<file path="src/rtl/mem_stage_lsu_pkg.sv">
// Shared types for the memory-stage load/store unit.
//   DataWidth    : data / instruction-address path width
//   RegAddrWidth : register-file address width
//   lsuState_e   : LSU FSM state encoding (IDLE=0, REQ=1, WAIT=2, DONE=3)
//   isMemOp      : true when the MEM-stage instruction needs the data memory
package mem_stage_lsu_pkg;

  localparam int unsigned DataWidth    = 32;
  localparam int unsigned RegAddrWidth = 5;

  typedef enum logic [1:0] {
    LsuIdle = 2'd0,
    LsuReq  = 2'd1,
    LsuWait = 2'd2,
    LsuDone = 2'd3
  } lsuState_e;

  // Store takes priority over load when both flags are set; either way it is a memop.
  function automatic logic isMemOp(input logic valid, input logic dataWe, input logic regSel);
    return valid & (dataWe | regSel);
  endfunction

endpackage

</file>
<file path="src/rtl/mem_stage_lsu_if.sv">
// Data-memory bus between the LSU (master) and the data memory (slave).
//   dmem_req_o    : request valid (master -> slave)
//   dmem_we_o     : 1 = write
//   dmem_addr_o   : word-aligned address
//   dmem_wdata_o  : write data
//   dmem_gnt_i    : request accepted this cycle (slave -> master)
//   dmem_rvalid_i : read data valid
//   dmem_rdata_i  : read data
interface mem_stage_lsu_if
  import mem_stage_lsu_pkg::*;
#(
  parameter int unsigned XLEN = DataWidth
);

  logic            dmem_req_o;
  logic            dmem_we_o;
  logic [XLEN-1:0] dmem_addr_o;
  logic [XLEN-1:0] dmem_wdata_o;
  logic            dmem_gnt_i;
  logic            dmem_rvalid_i;
  logic [XLEN-1:0] dmem_rdata_i;

  modport master (
    output dmem_req_o, dmem_we_o, dmem_addr_o, dmem_wdata_o,
    input  dmem_gnt_i, dmem_rvalid_i, dmem_rdata_i
  );

  modport slave (
    input  dmem_req_o, dmem_we_o, dmem_addr_o, dmem_wdata_o,
    output dmem_gnt_i, dmem_rvalid_i, dmem_rdata_i
  );

endinterface

</file>
<file path="src/rtl/lsu_timeout_counter.sv">
// Access timeout counter for the LSU.
//   clk, rst : clock, asynchronous active-low reset
//   clear    : zero the count (entering REQ)
//   enable   : count this cycle (REQ or WAIT)
//   expired  : count has reached TIMEOUT_CYCLES-1
module lsu_timeout_counter #(
  parameter int unsigned TIMEOUT_CYCLES = 64
) (
  input  logic clk,
  input  logic rst,
  input  logic clear,
  input  logic enable,
  output logic expired
);

  localparam int unsigned CntW = (TIMEOUT_CYCLES > 1) ? $clog2(TIMEOUT_CYCLES) : 1;
  localparam logic [CntW-1:0] CntLast = CntW'(TIMEOUT_CYCLES - 1);

  logic [CntW-1:0] cnt;

  // Saturates at the last value so a stuck enable can never wrap and hide the expiry.
  always_ff @(posedge clk or negedge rst) begin
    if (!rst) begin
      cnt <= '0;
    end else if (clear) begin
      cnt <= '0;
    end else if (enable && (cnt != CntLast)) begin
      cnt <= cnt + CntW'(1);
    end
  end

  assign expired = (cnt == CntLast);

endmodule

</file>
<file path="src/rtl/mem_stage_lsu.sv">
// Memory-stage load/store unit. Takes the EXE/MEM register outputs, performs word loads and
// stores over the req/gnt/rvalid bus, stalls upstream while an access is in flight, and drives
// the MEM/WB writeback fields.
// Optional feature macro: LSU_MISALIGN_TRAP_EN -- when defined, a memop whose address has
// [1:0] != 0 is aborted with err_o without touching memory; otherwise those bits are dropped.
// Ports:
//   clk, rst               : clock, asynchronous active-low reset
//   valid_i                : MEM stage holds a live instruction
//   pc_mem                 : pc of the MEM-stage instruction
//   registerWriteEnable_i  : instruction writes rd
//   dataWriteEnable_i      : store
//   regSelect_i            : 1 = load (writeback from memory), 0 = ALU result
//   regDest_i              : rd
//   aluOut_i               : ALU result, also the load/store address
//   dataB_i                : store data
//   stall_o                : freeze PC, IF/ID, ID/EXE, EXE/MEM
//   dmem                   : data-memory bus (master side)
//   wb_valid_o             : one-cycle pulse per retiring instruction
//   pc_wb, registerWriteEnable_o, regDest_o, wbData_o : writeback fields
//   err_o                  : access aborted (pulses with wb_valid_o)
module mem_stage_lsu
  import mem_stage_lsu_pkg::*;
#(
  parameter int unsigned XLEN           = DataWidth,
  parameter int unsigned TIMEOUT_CYCLES = 64
) (
  input  logic                    clk,
  input  logic                    rst,
  input  logic                    valid_i,
  input  logic [XLEN-1:0]         pc_mem,
  input  logic                    registerWriteEnable_i,
  input  logic                    dataWriteEnable_i,
  input  logic                    regSelect_i,
  input  logic [RegAddrWidth-1:0] regDest_i,
  input  logic [XLEN-1:0]         aluOut_i,
  input  logic [XLEN-1:0]         dataB_i,
  output logic                    stall_o,
  mem_stage_lsu_if.master         dmem,
  output logic                    wb_valid_o,
  output logic [XLEN-1:0]         pc_wb,
  output logic                    registerWriteEnable_o,
  output logic [RegAddrWidth-1:0] regDest_o,
  output logic [XLEN-1:0]         wbData_o,
  output logic                    err_o
);

  lsuState_e               state;
  logic [XLEN-1:2]         addrQ;
  logic [XLEN-1:0]         wdataQ;
  logic                    weQ;
  logic [XLEN-1:0]         pcQ;
  logic                    regWeQ;
  logic [RegAddrWidth-1:0] rdQ;

  logic memOp;
  logic misaligned;
  logic inFlight;
  logic finishOk;
  logic finishErr;
  logic expired;

  always_comb begin
    memOp = isMemOp(valid_i, dataWriteEnable_i, regSelect_i);
`ifdef LSU_MISALIGN_TRAP_EN
    misaligned = (aluOut_i[1:0] != 2'b00);
`else
    misaligned = 1'b0;
`endif
    inFlight = (state == LsuReq) || (state == LsuWait);
    // Store completes on gnt; load completes on gnt+rvalid in REQ or on rvalid in WAIT.
    finishOk = ((state == LsuReq) && dmem.dmem_gnt_i && (weQ || dmem.dmem_rvalid_i)) ||
               ((state == LsuWait) && dmem.dmem_rvalid_i);
    // A completing handshake on the expiry cycle wins over the timeout.
    finishErr = inFlight && expired && !finishOk;
    // Gated by rst so every output reads 0 while reset is held.
    stall_o = rst && (((state == LsuIdle) && memOp) || inFlight);
  end

  assign dmem.dmem_req_o   = (state == LsuReq);
  assign dmem.dmem_we_o    = weQ;
  assign dmem.dmem_addr_o  = {addrQ, 2'b00};
  assign dmem.dmem_wdata_o = wdataQ;

  lsu_timeout_counter #(
    .TIMEOUT_CYCLES(TIMEOUT_CYCLES)
  ) u_timeout (
    .clk    (clk),
    .rst    (rst),
    .clear  ((state == LsuIdle) && memOp),
    .enable (inFlight),
    .expired(expired)
  );

  always_ff @(posedge clk or negedge rst) begin
    if (!rst) begin
      state                 <= LsuIdle;
      addrQ                 <= '0;
      wdataQ                <= '0;
      weQ                   <= 1'b0;
      pcQ                   <= '0;
      regWeQ                <= 1'b0;
      rdQ                   <= '0;
      wb_valid_o            <= 1'b0;
      pc_wb                 <= '0;
      registerWriteEnable_o <= 1'b0;
      regDest_o             <= '0;
      wbData_o              <= '0;
      err_o                 <= 1'b0;
    end else begin
      wb_valid_o            <= 1'b0;
      registerWriteEnable_o <= 1'b0;
      err_o                 <= 1'b0;
      unique case (state)
        LsuIdle: begin
          if (memOp) begin
            addrQ  <= aluOut_i[XLEN-1:2];
            wdataQ <= dataB_i;
            weQ    <= dataWriteEnable_i;
            pcQ    <= pc_mem;
            regWeQ <= registerWriteEnable_i;
            rdQ    <= regDest_i;
            if (misaligned) begin
              // Trap without a bus request; retire with err and no register write.
              state      <= LsuDone;
              wb_valid_o <= 1'b1;
              err_o      <= 1'b1;
              pc_wb      <= pc_mem;
              regDest_o  <= regDest_i;
              wbData_o   <= '0;
            end else begin
              state <= LsuReq;
            end
          end else if (valid_i) begin
            wb_valid_o            <= 1'b1;
            pc_wb                 <= pc_mem;
            registerWriteEnable_o <= registerWriteEnable_i;
            regDest_o             <= regDest_i;
            wbData_o              <= aluOut_i;
          end
        end
        LsuReq, LsuWait: begin
          if (finishOk || finishErr) begin
            state                 <= LsuDone;
            wb_valid_o            <= 1'b1;
            pc_wb                 <= pcQ;
            regDest_o             <= rdQ;
            registerWriteEnable_o <= finishOk && regWeQ && !weQ;
            wbData_o              <= (finishOk && !weQ) ? dmem.dmem_rdata_i : '0;
            err_o                 <= finishErr;
          end else if ((state == LsuReq) && dmem.dmem_gnt_i) begin
            state <= LsuWait;
          end
        end
        LsuDone: begin
          // The EXE/MEM register still shows the finished memop here; the next one is
          // sampled back in IDLE.
          state <= LsuIdle;
        end
      endcase
    end
  end

endmodule

</file>
<file path="src/flat_wrapper.sv">
// flat-port wrapper written by rule: the top's interface ports become plain ports
module mem_stage_lsu_flat import mem_stage_lsu_pkg::*;
#(
  parameter int unsigned XLEN           = DataWidth,
  parameter int unsigned TIMEOUT_CYCLES = 64
)
  (clk, rst, valid_i, pc_mem, registerWriteEnable_i, dataWriteEnable_i, regSelect_i, regDest_i, aluOut_i, dataB_i, stall_o, wb_valid_o, pc_wb, registerWriteEnable_o, regDest_o, wbData_o, err_o, dmem_dmem_req_o, dmem_dmem_we_o, dmem_dmem_addr_o, dmem_dmem_wdata_o, dmem_dmem_gnt_i, dmem_dmem_rvalid_i, dmem_dmem_rdata_i);
  mem_stage_lsu_if #(.XLEN(XLEN)) dmem_i ();
  input  logic clk;
  input  logic rst;
  input  logic valid_i;
  input  logic [XLEN-1:0] pc_mem;
  input  logic registerWriteEnable_i;
  input  logic dataWriteEnable_i;
  input  logic regSelect_i;
  input  logic [RegAddrWidth-1:0] regDest_i;
  input  logic [XLEN-1:0] aluOut_i;
  input  logic [XLEN-1:0] dataB_i;
  output logic stall_o;
  output logic wb_valid_o;
  output logic [XLEN-1:0] pc_wb;
  output logic registerWriteEnable_o;
  output logic [RegAddrWidth-1:0] regDest_o;
  output logic [XLEN-1:0] wbData_o;
  output logic err_o;
  output wire logic [$bits(dmem_i.dmem_req_o)-1:0] dmem_dmem_req_o;
  output wire logic [$bits(dmem_i.dmem_we_o)-1:0] dmem_dmem_we_o;
  output wire logic [$bits(dmem_i.dmem_addr_o)-1:0] dmem_dmem_addr_o;
  output wire logic [$bits(dmem_i.dmem_wdata_o)-1:0] dmem_dmem_wdata_o;
  input wire logic [$bits(dmem_i.dmem_gnt_i)-1:0] dmem_dmem_gnt_i;
  input wire logic [$bits(dmem_i.dmem_rvalid_i)-1:0] dmem_dmem_rvalid_i;
  input wire logic [$bits(dmem_i.dmem_rdata_i)-1:0] dmem_dmem_rdata_i;
  assign dmem_dmem_req_o = dmem_i.dmem_req_o;
  assign dmem_dmem_we_o = dmem_i.dmem_we_o;
  assign dmem_dmem_addr_o = dmem_i.dmem_addr_o;
  assign dmem_dmem_wdata_o = dmem_i.dmem_wdata_o;
  assign dmem_i.dmem_gnt_i = dmem_dmem_gnt_i;
  assign dmem_i.dmem_rvalid_i = dmem_dmem_rvalid_i;
  assign dmem_i.dmem_rdata_i = dmem_dmem_rdata_i;
  mem_stage_lsu #(.XLEN(XLEN), .TIMEOUT_CYCLES(TIMEOUT_CYCLES)) u_core (.clk(clk), .rst(rst), .valid_i(valid_i), .pc_mem(pc_mem), .registerWriteEnable_i(registerWriteEnable_i), .dataWriteEnable_i(dataWriteEnable_i), .regSelect_i(regSelect_i), .regDest_i(regDest_i), .aluOut_i(aluOut_i), .dataB_i(dataB_i), .stall_o(stall_o), .dmem(dmem_i), .wb_valid_o(wb_valid_o), .pc_wb(pc_wb), .registerWriteEnable_o(registerWriteEnable_o), .regDest_o(regDest_o), .wbData_o(wbData_o), .err_o(err_o));
endmodule
</file>
<file path="config.mk">
export PLATFORM = sky130hd
export DESIGN_NAME = mem_stage_lsu_flat
export DESIGN_NICKNAME = d
export VERILOG_FILES = /design/src/rtl/mem_stage_lsu_pkg.sv /design/src/rtl/mem_stage_lsu_if.sv /design/src/rtl/lsu_timeout_counter.sv /design/src/rtl/mem_stage_lsu.sv /design/src/flat_wrapper.sv
export SDC_FILE = /design/constraint.sdc
export NUM_CORES = 1
export LEC_CHECK = 0
export BUFFER_PORTS_ARGS = -buffer_cell sky130_fd_sc_hd__buf_2
export CORE_MARGIN = 5
export CORE_UTILIZATION = 38
export CTS_BUF_LIST = sky130_fd_sc_hd__clkbuf_4
export DETAILED_ROUTE_END_ITERATION = 6
export PLACE_DENSITY_LB_ADDON = 0.2
export SYNTH_ARGS = -nofsm -noshare
export SYNTH_HDL_FRONTEND = slang
export SYNTH_SLANG_ARGS = --single-unit
</file>
<file path="constraint.sdc">
create_clock -name clk -period 2.8 [get_ports clk]
set_input_delay 0.56 -clock clk [delete_from_list [all_inputs] [get_ports clk]]
set_output_delay 0.56 -clock clk [all_outputs]
set_load 0.005 [all_outputs]
</file>
==> results of run 1 <==
## worst max path at each step
stage | from | to | slack [ns]
floorplan | u_core.state[0] | stall_o | 0.70
global placement | regSelect_i | u_core.pc_wb[10] | 0.53
detailed placement | regSelect_i | u_core.wbData_o[31] | 0.49
CTS | u_core.state[1] | stall_o | 0.08
global route | u_core.state[0] | stall_o | 0.006
finish | u_core.state[0] | stall_o | 0.15
## power breakdown
group          switching [uW]  total, uW  internal (uW)
sequential                615       4440           3820
combinational            2780       5860           3080
clock                     943       1600            656
## synth_stat cells (all sizes together)
cell type,instances,area (um^2)
a211oi,1,12.5
a21boi,1,7.51
a21o,1,7.51
a21oi,2,10.0
a22o,32,280
a22oi,1,7.51
a2bb2oi,1,26.3
a32oi,1,8.76
a41oi,1,8.76
and2,1,6.26
and3,2,12.5
buf,21,138
clkbuf,23,86.3
conb,1,3.75
dfrtp,181,4530
ha,5,62.6
inv,3,11.3
mux2,106,1230
mux2i,2,20.0
nand2,308,1160
nand2b,3,18.8
nand3,2,15.0
nor2,9,33.8
nor3,1,5.00
o211ai,5,42.5
o21ai,2,21.3
o22a,1,8.76
o41ai,1,8.76
or2,1,6.26
or3,1,11.3
xor2,4,35.0
## registers in the layout, summed over array words and instances, names as in the netlist, 2 cells and up
register and cells:
u_core.wbData_o 32, u_core.state 2, u_core.pc_wb 32, u_core.rdQ 5
u_core.dmem.dmem_wdata_o 32, u_core.regDest_o 5, u_core.pcQ 32, u_core.addrQ 30
u_core.u_timeout.cnt 6
## logic make-up (layout without fill, tap and decap cells)
group                      count (synthesis)  count (layout)  share of synthesized area [%]
buffers and inverters                     47             329                           3.00
xor gates and xnor gates                   4               4                          0.447
muxes                                    108             108                           16.0
DFF                                      181             181                           57.8
and+or+nand+nor                          328             328                           16.2
other                                      1               6                         0.0479
AOI/OAI and AO/OA                         50              50                           5.75
adders and majority gates                  5               5                          0.799
## layer usage
metal / up-vias / share of wire, % / track usage (%)
li1: 2926 / - / -
met1: 2884 / 46 / 23.8
met2: 191 / 45 / 26.7
met3: 21 / 7.7 / 6.38
met4: 6 / 1.3 / 3.95
met5: - / 0.10 / 0
## stage by stage
stage | hold WS, ns | cell area [um^2]
after floorplan | 0.264 | 7840
after detailed placement | 0.414 | 9530
final | 0.183 | 9880
after global routing | 0.101 | 9870
after global placement | 0.413 | 9530
after CTS | 0.117 | 9850
## what timing repair did
action,CTS,global route
hold buffers,1,0
hold endpoints to repair,8,0
resized for setup,0,0
endpoints found under the setup margin,0,1
buffers inserted,0,2
## area by class of cell
class | instances | area share [%]
Multi-Input combinational cell | 497 | 31.3
Sequential cell | 181 | 45.9
Tap cell | 270 | 3.42
Clock inverter | 12 | 1.72
Timing Repair Buffer | 295 | 16.0
Antenna cell | 4 | 0.101
Clock buffer | 19 | 1.44
Inverter | 3 | 0.114
## critical path, stage by stage, from the launching register on
cell and delay [ns]:
dfrtp_1 0.44, inv_1 0.08, ha_2 0.39, inv_1 0.10, buf_4 0.21, a21boi_0 0.16
buf_2 0.17
==> impl_metrics.env, run 1 <==
export IMPL_whs_path_depth=3
export IMPL_rr_worst_depth=7
export IMPL_final_util_pct=48.8
export IMPL_fmax_ghz=0.377
export IMPL_postSynthCellCount=724
export IMPL_synth_seq_cells=181
export IMPL_drt_wirelength_per_cell_um=16.4
export IMPL_finalPower_uw=11900
export IMPL_crit_fanout=14
export IMPL_vdd_drop_max_mv=0.645
export IMPL_grt_overflow_total=0
export IMPL_fin_cells=1281
export IMPL_cts_root_buf="clkbuf_4"
export IMPL_drc_errors=0
export IMPL_num_io_pins=280
export IMPL_status="finished, final reports clean"
export IMPL_dpl_hpwl_um=14600
export IMPL_die_w_um=154
export IMPL_cp_arrival_ns=2.09
export IMPL_finalMaxSlewViolations=0
export IMPL_holdPathEnd="u_core.dmem.dmem_wdata_o[25]"
export IMPL_r2r_slack_ns=0.59
export IMPL_syn_area_um2=7830
export IMPL_fill_cells=1947
export IMPL_cts_inserted_buffers=17
export IMPL_die_h_um=154
export IMPL_die_area_um2=23600
export IMPL_path_clk_slew_ns=0.16
export IMPL_gp_congestion=0.793
export IMPL_hp_start="dataB_i[25]"
export IMPL_hold_violations=0
export IMPL_htree_levels=4
export IMPL_finalSetupViolCount=0
export IMPL_grt_total_usage_pct=17.4
export IMPL_num_vias=6028
export IMPL_port_buffers=277
export IMPL_required_ns=2.24
export IMPL_final_setup_worst_slack_ns=0.146
export IMPL_cts_path_max_buffers=2
export IMPL_rsz0062_at_grt="false"
export IMPL_cts_tree="built"
export IMPL_worst_slew_pin_slew_ns=0.596
export IMPL_ff_latch_area_um2=4530
export IMPL_cts_sinks=181
export IMPL_start_kind="flip-flop"
export IMPL_fin_crit_ns=2.65
export IMPL_clock_skew_final_ns=0.0260
export IMPL_cap_violations=0
export IMPL_syn_area_per_cell_um2=10.8
export IMPL_initial_utilization_pct=38.7
export IMPL_yosysSeqAreaShare_pct=57.8
export IMPL_design_core_area_um2=20200
export IMPL_vias_per_cell=4.71
export IMPL_cp_end_kind="output pin"
export IMPL_dp_cells=1243
export IMPL_grt_max_degree=102
export IMPL_ant_nets=0
export IMPL_synth_warnings=0
export IMPL_worstSkewPairLatency_ns=0.55
export IMPL_layout_common_cells="nand2_1 (308), buf_2 (276), dfrtp_1 (181), mux2_2 (96), a22o_1 (32)"
export IMPL_drtIter0Drc=327
export IMPL_r2r_end="u_core.pc_wb[9]"
export IMPL_drt_wl_total_um=21000
export IMPL_dr_pass1_iters=4
export IMPL_r2r_start="u_core.state[1]"
export IMPL_critPathKind="reg -> out"
export IMPL_cellLeakagePower_uw=0.00535
export IMPL_preCtsSetupSlack_ns=0.493
export IMPL_grt_pass1_vias=6108
export IMPL_drive_gt1_share_pct=43.7
export IMPL_mostFrequentLayoutCell="nand2_1"
export IMPL_yosys_cell_types_count=39
export IMPL_grt_pass1_wl_um=33200
export IMPL_finalSetupTns_ns=0
export IMPL_relSlewSlack_pct=60.3
export IMPL_rows=52
export IMPL_finalCritPeriodShare_pct=94.8
export IMPL_antenna_found_initial=6
export IMPL_hp_class="in -> reg"
export IMPL_syn2layout_area_growth_pct=26.1
export IMPL_multi_input_area_um2=3090
export IMPL_power_density_nw_per_um2=1200
export IMPL_final_nets=1141
(Power assumes the default switching activity.)
==> run 2: changes to the inputs <==
- BUFFER_PORTS_ARGS: -buffer_cell sky130_fd_sc_hd__buf_2 -> -buffer_cell sky130_fd_sc_hd__buf_4
- GPL_TIMING_DRIVEN: not set -> 1
==> impl_metrics.env, run 2 (same netlist as run 1, synthesis figures left out) <==
export IMPL_cap_violations=0
export IMPL_dr_pass1_iters=5
export IMPL_ant_nets=0
export IMPL_finalPower_uw=12400
export IMPL_hold_violations=0
export IMPL_fin_crit_ns=2.67
export IMPL_finalMaxSlewViolations=0
export IMPL_cts_sinks=181
export IMPL_grt_pass1_vias=6111
export IMPL_hp_class="in -> reg"
export IMPL_htree_levels=4
export IMPL_critPathLaunch="u_core.state[0]"
export IMPL_num_io_pins=280
export IMPL_hold_ws_ns=0.167
export IMPL_cp_arrival_ns=2.11
export IMPL_critPathKind="reg -> out"
export IMPL_cts_path_max_buffers=2
export IMPL_grt_total_usage_pct=18.1
export IMPL_status="finished, final reports clean"
export IMPL_final_setup_worst_slack_ns=0.132
export IMPL_whs_path_depth=3
export IMPL_gp_congestion=0.744
export IMPL_vdd_drop_max_mv=0.828
export IMPL_rr_worst_depth=7
export IMPL_finalSetupTns_ns=0
export IMPL_cp_cell_sequence="inv_1 -> ha_4 -> clkinvlp_4 -> buf_8 -> a21boi_1 -> buf_4"
export IMPL_slowest_delay_ns=0.42
export IMPL_grt_max_degree=103
export IMPL_drc_errors=0
export IMPL_cts_root_buf="clkbuf_4"
export IMPL_r2r_end="u_core.pc_wb[29]"
export IMPL_grt_pass1_wl_um=34100
export IMPL_slowest_stage="dfrtp_1"
export IMPL_mostFrequentLayoutCell="nand2_1"
export IMPL_fmax_ghz=0.375
export IMPL_design_core_area_um2=20200
export IMPL_antenna_found_initial=2
export IMPL_grt_overflow_total=0
export IMPL_die_w_um=154
export IMPL_start_kind="flip-flop"
export IMPL_preCtsSetupSlack_ns=0.330
export IMPL_dpl_hpwl_um=14900
export IMPL_syn2layout_area_growth_pct=34.4
export IMPL_drt_wl_total_um=21600
export IMPL_rsz0062_at_grt="false"
export IMPL_crit_fanout=32
export IMPL_r2r_slack_ns=0.45
export IMPL_cts_inserted_buffers=17
export IMPL_die_area_um2=23600
export IMPL_cts_tree="built"
export IMPL_drive_gt1_share_pct=43.6
export IMPL_cp_end_kind="output pin"
export IMPL_worstSkewPairLatency_ns=0.57
export IMPL_holdPathEnd="u_core.rdQ[1]"
export IMPL_cellLeakagePower_uw=0.00551
export IMPL_finalSetupViolCount=0
export IMPL_relSlewSlack_pct=39.5
export IMPL_finalCritPeriodShare_pct=95.3
export IMPL_drt_wirelength_per_cell_um=16.9
export IMPL_final_nets=1138
export IMPL_rows=52
export IMPL_vias_per_cell=4.74
export IMPL_required_ns=2.24
export IMPL_power_density_nw_per_um2=1180
export IMPL_port_buffers=277
export IMPL_drtIter0Drc=307
export IMPL_fill_cells=1869
export IMPL_initial_utilization_pct=38.7
export IMPL_r2r_start="u_core.state[0]"
export IMPL_num_vias=6052
export IMPL_worst_slew_pin_slew_ns=0.907
export IMPL_hp_start="regDest_i[1]"
export IMPL_path_clk_slew_ns=0.17
export IMPL_clock_skew_final_ns=0.0296
export IMPL_layout_common_cells="nand2_1 (308), buf_4 (285), dfrtp_1 (181), mux2_2 (96), a22o_1 (32)"
export IMPL_die_h_um=154
==> run 2: final cells by class <==
class	instances	area (um^2)	share of cell area (%)
Antenna cell	3	7.51	0.0713
Clock buffer	17	128	1.21
Inverter	3	15.0	0.143
Timing Repair Buffer	292	2260	21.5
Tap cell	270	338	3.21
Clock inverter	13	148	1.40
Multi-Input combinational cell	497	3100	29.5
Sequential cell	181	4530	43.0
==> run 2: stage by stage <==
stage / std cells / util [%] / area (um^2)
after CTS: 1271 / 51.9 / 10500
final: 1276 / 52.0 / 10500
after detailed placement: 1239 / 50.4 / 10200
after floorplan: 725 / - / 7840
after global placement: 1239 / 50.4 / 10200
after global routing: 1276 / 52.0 / 10500
==> run 2: critical path: cells and delay by family, from the launching register on <==
kind | cells | cell delay [ns]
buf+inv | 4 | 0.60
flops | 1 | 0.42
fa+ha+maj | 1 | 0.35
compound gates | 1 | 0.18
==> run 2: metal layers <==
layer	track usage [%]	wire, um	vias to the layer above	part of all wire, %
met3	7.62	1890	23	8.7
met4	4.58	349	0	1.6
met2	28.0	9910	203	46
met1	23.7	9480	2909	44
met5	0	0	-	0
li1	-	-	2917	-
==> run 2: where the power goes <==
part	leakage, uW	switching, uW	internal (uW)
Sequential	0.00227	646	3820
Clock	0.000143	946	537
Combinational	0.00309	2850	3640
Total	0.00551	4440	8000
==> run 2: how the worst max path moves through the flow <==
stage                          to  slack (ns)
after floorplan           stall_o        0.70
after global placement    stall_o        0.42
after detailed placement  stall_o        0.33
after CTS                 stall_o        0.07
after global routing      stall_o       0.008
final                     stall_o        0.13
==> run 2: timing repair <==
action,4_1_cts,5_1_grt
setup endpoints to repair,1,1
gates resized for setup,5,0
buffers inserted,1,2
hold buffers,1,0
hold endpoints to repair,11,0
pin swaps,0,0
==> run 3: changes to the inputs <==
==> constraint.sdc (replaced) <==
create_clock -name clk -period 3.25 [get_ports clk]
set_input_delay 0.65 -clock clk [delete_from_list [all_inputs] [get_ports clk]]
set_output_delay 0.65 -clock clk [all_outputs]
set_load 0.01 [all_outputs]
==> impl_metrics.env, run 3 (same netlist as run 1, synthesis figures left out) <==
export IMPL_worstSkewPairLatency_ns=0.56
export IMPL_drtIter0Drc=270
export IMPL_rr_worst_depth=7
export IMPL_relSlewSlack_pct=37.8
export IMPL_ctsResizeCount=0
export IMPL_grt_pass1_vias=6203
export IMPL_start_kind="flip-flop"
export IMPL_cap_violations=0
export IMPL_layout_common_cells="nand2_1 (308), buf_4 (286), dfrtp_1 (181), mux2_2 (96), a22o_1 (32)"
export IMPL_fin_crit_ns=2.95
export IMPL_vias_per_cell=4.78
export IMPL_hold_violations=0
export IMPL_num_vias=6085
export IMPL_clock_skew_final_ns=0.0282
export IMPL_cts_path_max_buffers=2
export IMPL_required_ns=2.60
export IMPL_cp_arrival_ns=2.30
export IMPL_cp_end_kind="output pin"
export IMPL_die_w_um=154
export IMPL_drc_errors=0
export IMPL_vdd_drop_max_mv=0.623
export IMPL_finalCritPeriodShare_pct=90.8
export IMPL_critPathKind="reg -> out"
export IMPL_rsz0062_at_grt="false"
export IMPL_power_density_nw_per_um2=1040
export IMPL_cts_tree="built"
export IMPL_gp_congestion=0.777
export IMPL_fmax_ghz=0.339
export IMPL_cts_sinks=181
export IMPL_fin_area_um2=10500
export IMPL_port_buffers=277
export IMPL_ant_nets=0
export IMPL_cellLeakagePower_uw=0.00548
export IMPL_die_h_um=154
export IMPL_die_area_um2=23600
export IMPL_antenna_found_initial=2
export IMPL_syn2layout_area_growth_pct=33.7
export IMPL_ff_latch_area_um2=4530
export IMPL_rows=52
export IMPL_placed_area_um2=10200
export IMPL_grt_overflow_total=0
export IMPL_num_io_pins=280
export IMPL_hold_buffers=1
export IMPL_crit_fanout=26
export IMPL_drive_gt1_share_pct=43.5
export IMPL_finalMaxSlewViolations=0
export IMPL_final_setup_worst_slack_ns=0.299
export IMPL_post_cts_buffers=0
export IMPL_preCtsSetupSlack_ns=0.820
export IMPL_dr_pass1_iters=4
export IMPL_finalSetupViolCount=0
export IMPL_multi_input_area_um2=3090
export IMPL_cts_inserted_buffers=17
export IMPL_path_clk_slew_ns=0.16
export IMPL_initial_utilization_pct=38.7
export IMPL_final_nets=1136
export IMPL_finalPower_uw=10900
export IMPL_dpl_hpwl_um=15100
export IMPL_worst_slew_pin_slew_ns=0.932
export IMPL_cts_root_buf="clkbuf_4"
export IMPL_grt_max_degree=74
export IMPL_grt_pass1_wl_um=33700
export IMPL_grt_total_usage_pct=17.8
export IMPL_fill_cells=1894
export IMPL_hp_class="in -> reg"
export IMPL_status="finished, final reports clean"
export IMPL_whs_path_depth=3
export IMPL_mostFrequentLayoutCell="nand2_1"
export IMPL_design_core_area_um2=20200
export IMPL_htree_levels=4
export IMPL_finalSetupTns_ns=0
export IMPL_drt_wl_total_um=21300
export IMPL_drt_wirelength_per_cell_um=16.7
[run 3: area by class of cell]
cell class	count	share of cell area [%]
sequential	181	43.2
multi-input combinational	497	29.5
timing repair buffer	290	21.1
tap	270	3.23
clock inverter	13	1.41
clock buffer	19	1.36
inverter	3	0.108
antenna	1	0.0239
[run 3: per-stage QoR]
step	utilization (%)	instances	hold WS, ns
detailed placement	50.3	1240	0.459
finish	51.8	1274	0.274
CTS	51.7	1273	0.201
global placement	50.3	1240	0.452
floorplan	-	725	0.354
global route	51.8	1274	0.193
[run 3: path summary, 6_finish.rpt]
kind / from / to / slack (ns)
setup / recovery: u_core.state[0] / stall_o / 0.30
hold / removal: pc_mem[10] / u_core.pcQ[10] / 0.27
setup reg to reg: u_core.state[0] / u_core.state[1] / 0.92
hold reg to reg: u_core.pcQ[0] / u_core.pcQ[0] / 0.49
max in group asynchronous: rst / u_core.pcQ[9] / 1.40
min in group asynchronous: rst / u_core.regDest_o[1] / 0.57
[run 3: report_power, final]
part / switching, uW / total [uW] / internal, uW
Sequential: 558 / 3850 / 3300
Combinational: 2710 / 5790 / 3080
Clock: 805 / 1290 / 483
Total: 4070 / 10900 / 6860
[run 3: critical path, stage by stage, from the launching register on]
cell and delay (ns):
dfrtp_1 0.44, inv_1 0.10, ha_2 0.24, nand2_1 0.13, or2_4 0.40, a21boi_0 0.25
buf_4 0.18
[run 3: metal layers]
layer / GRT usage (%) / share of wire, % / vias to the layer above
li1: - / - / 2911
met1: 24.3 / 44 / 2956
met2: 27.2 / 46 / 200
met3: 6.52 / 8.2 / 16
met4: 4.21 / 1.2 / 2
met5: 0 / 0.061 / -
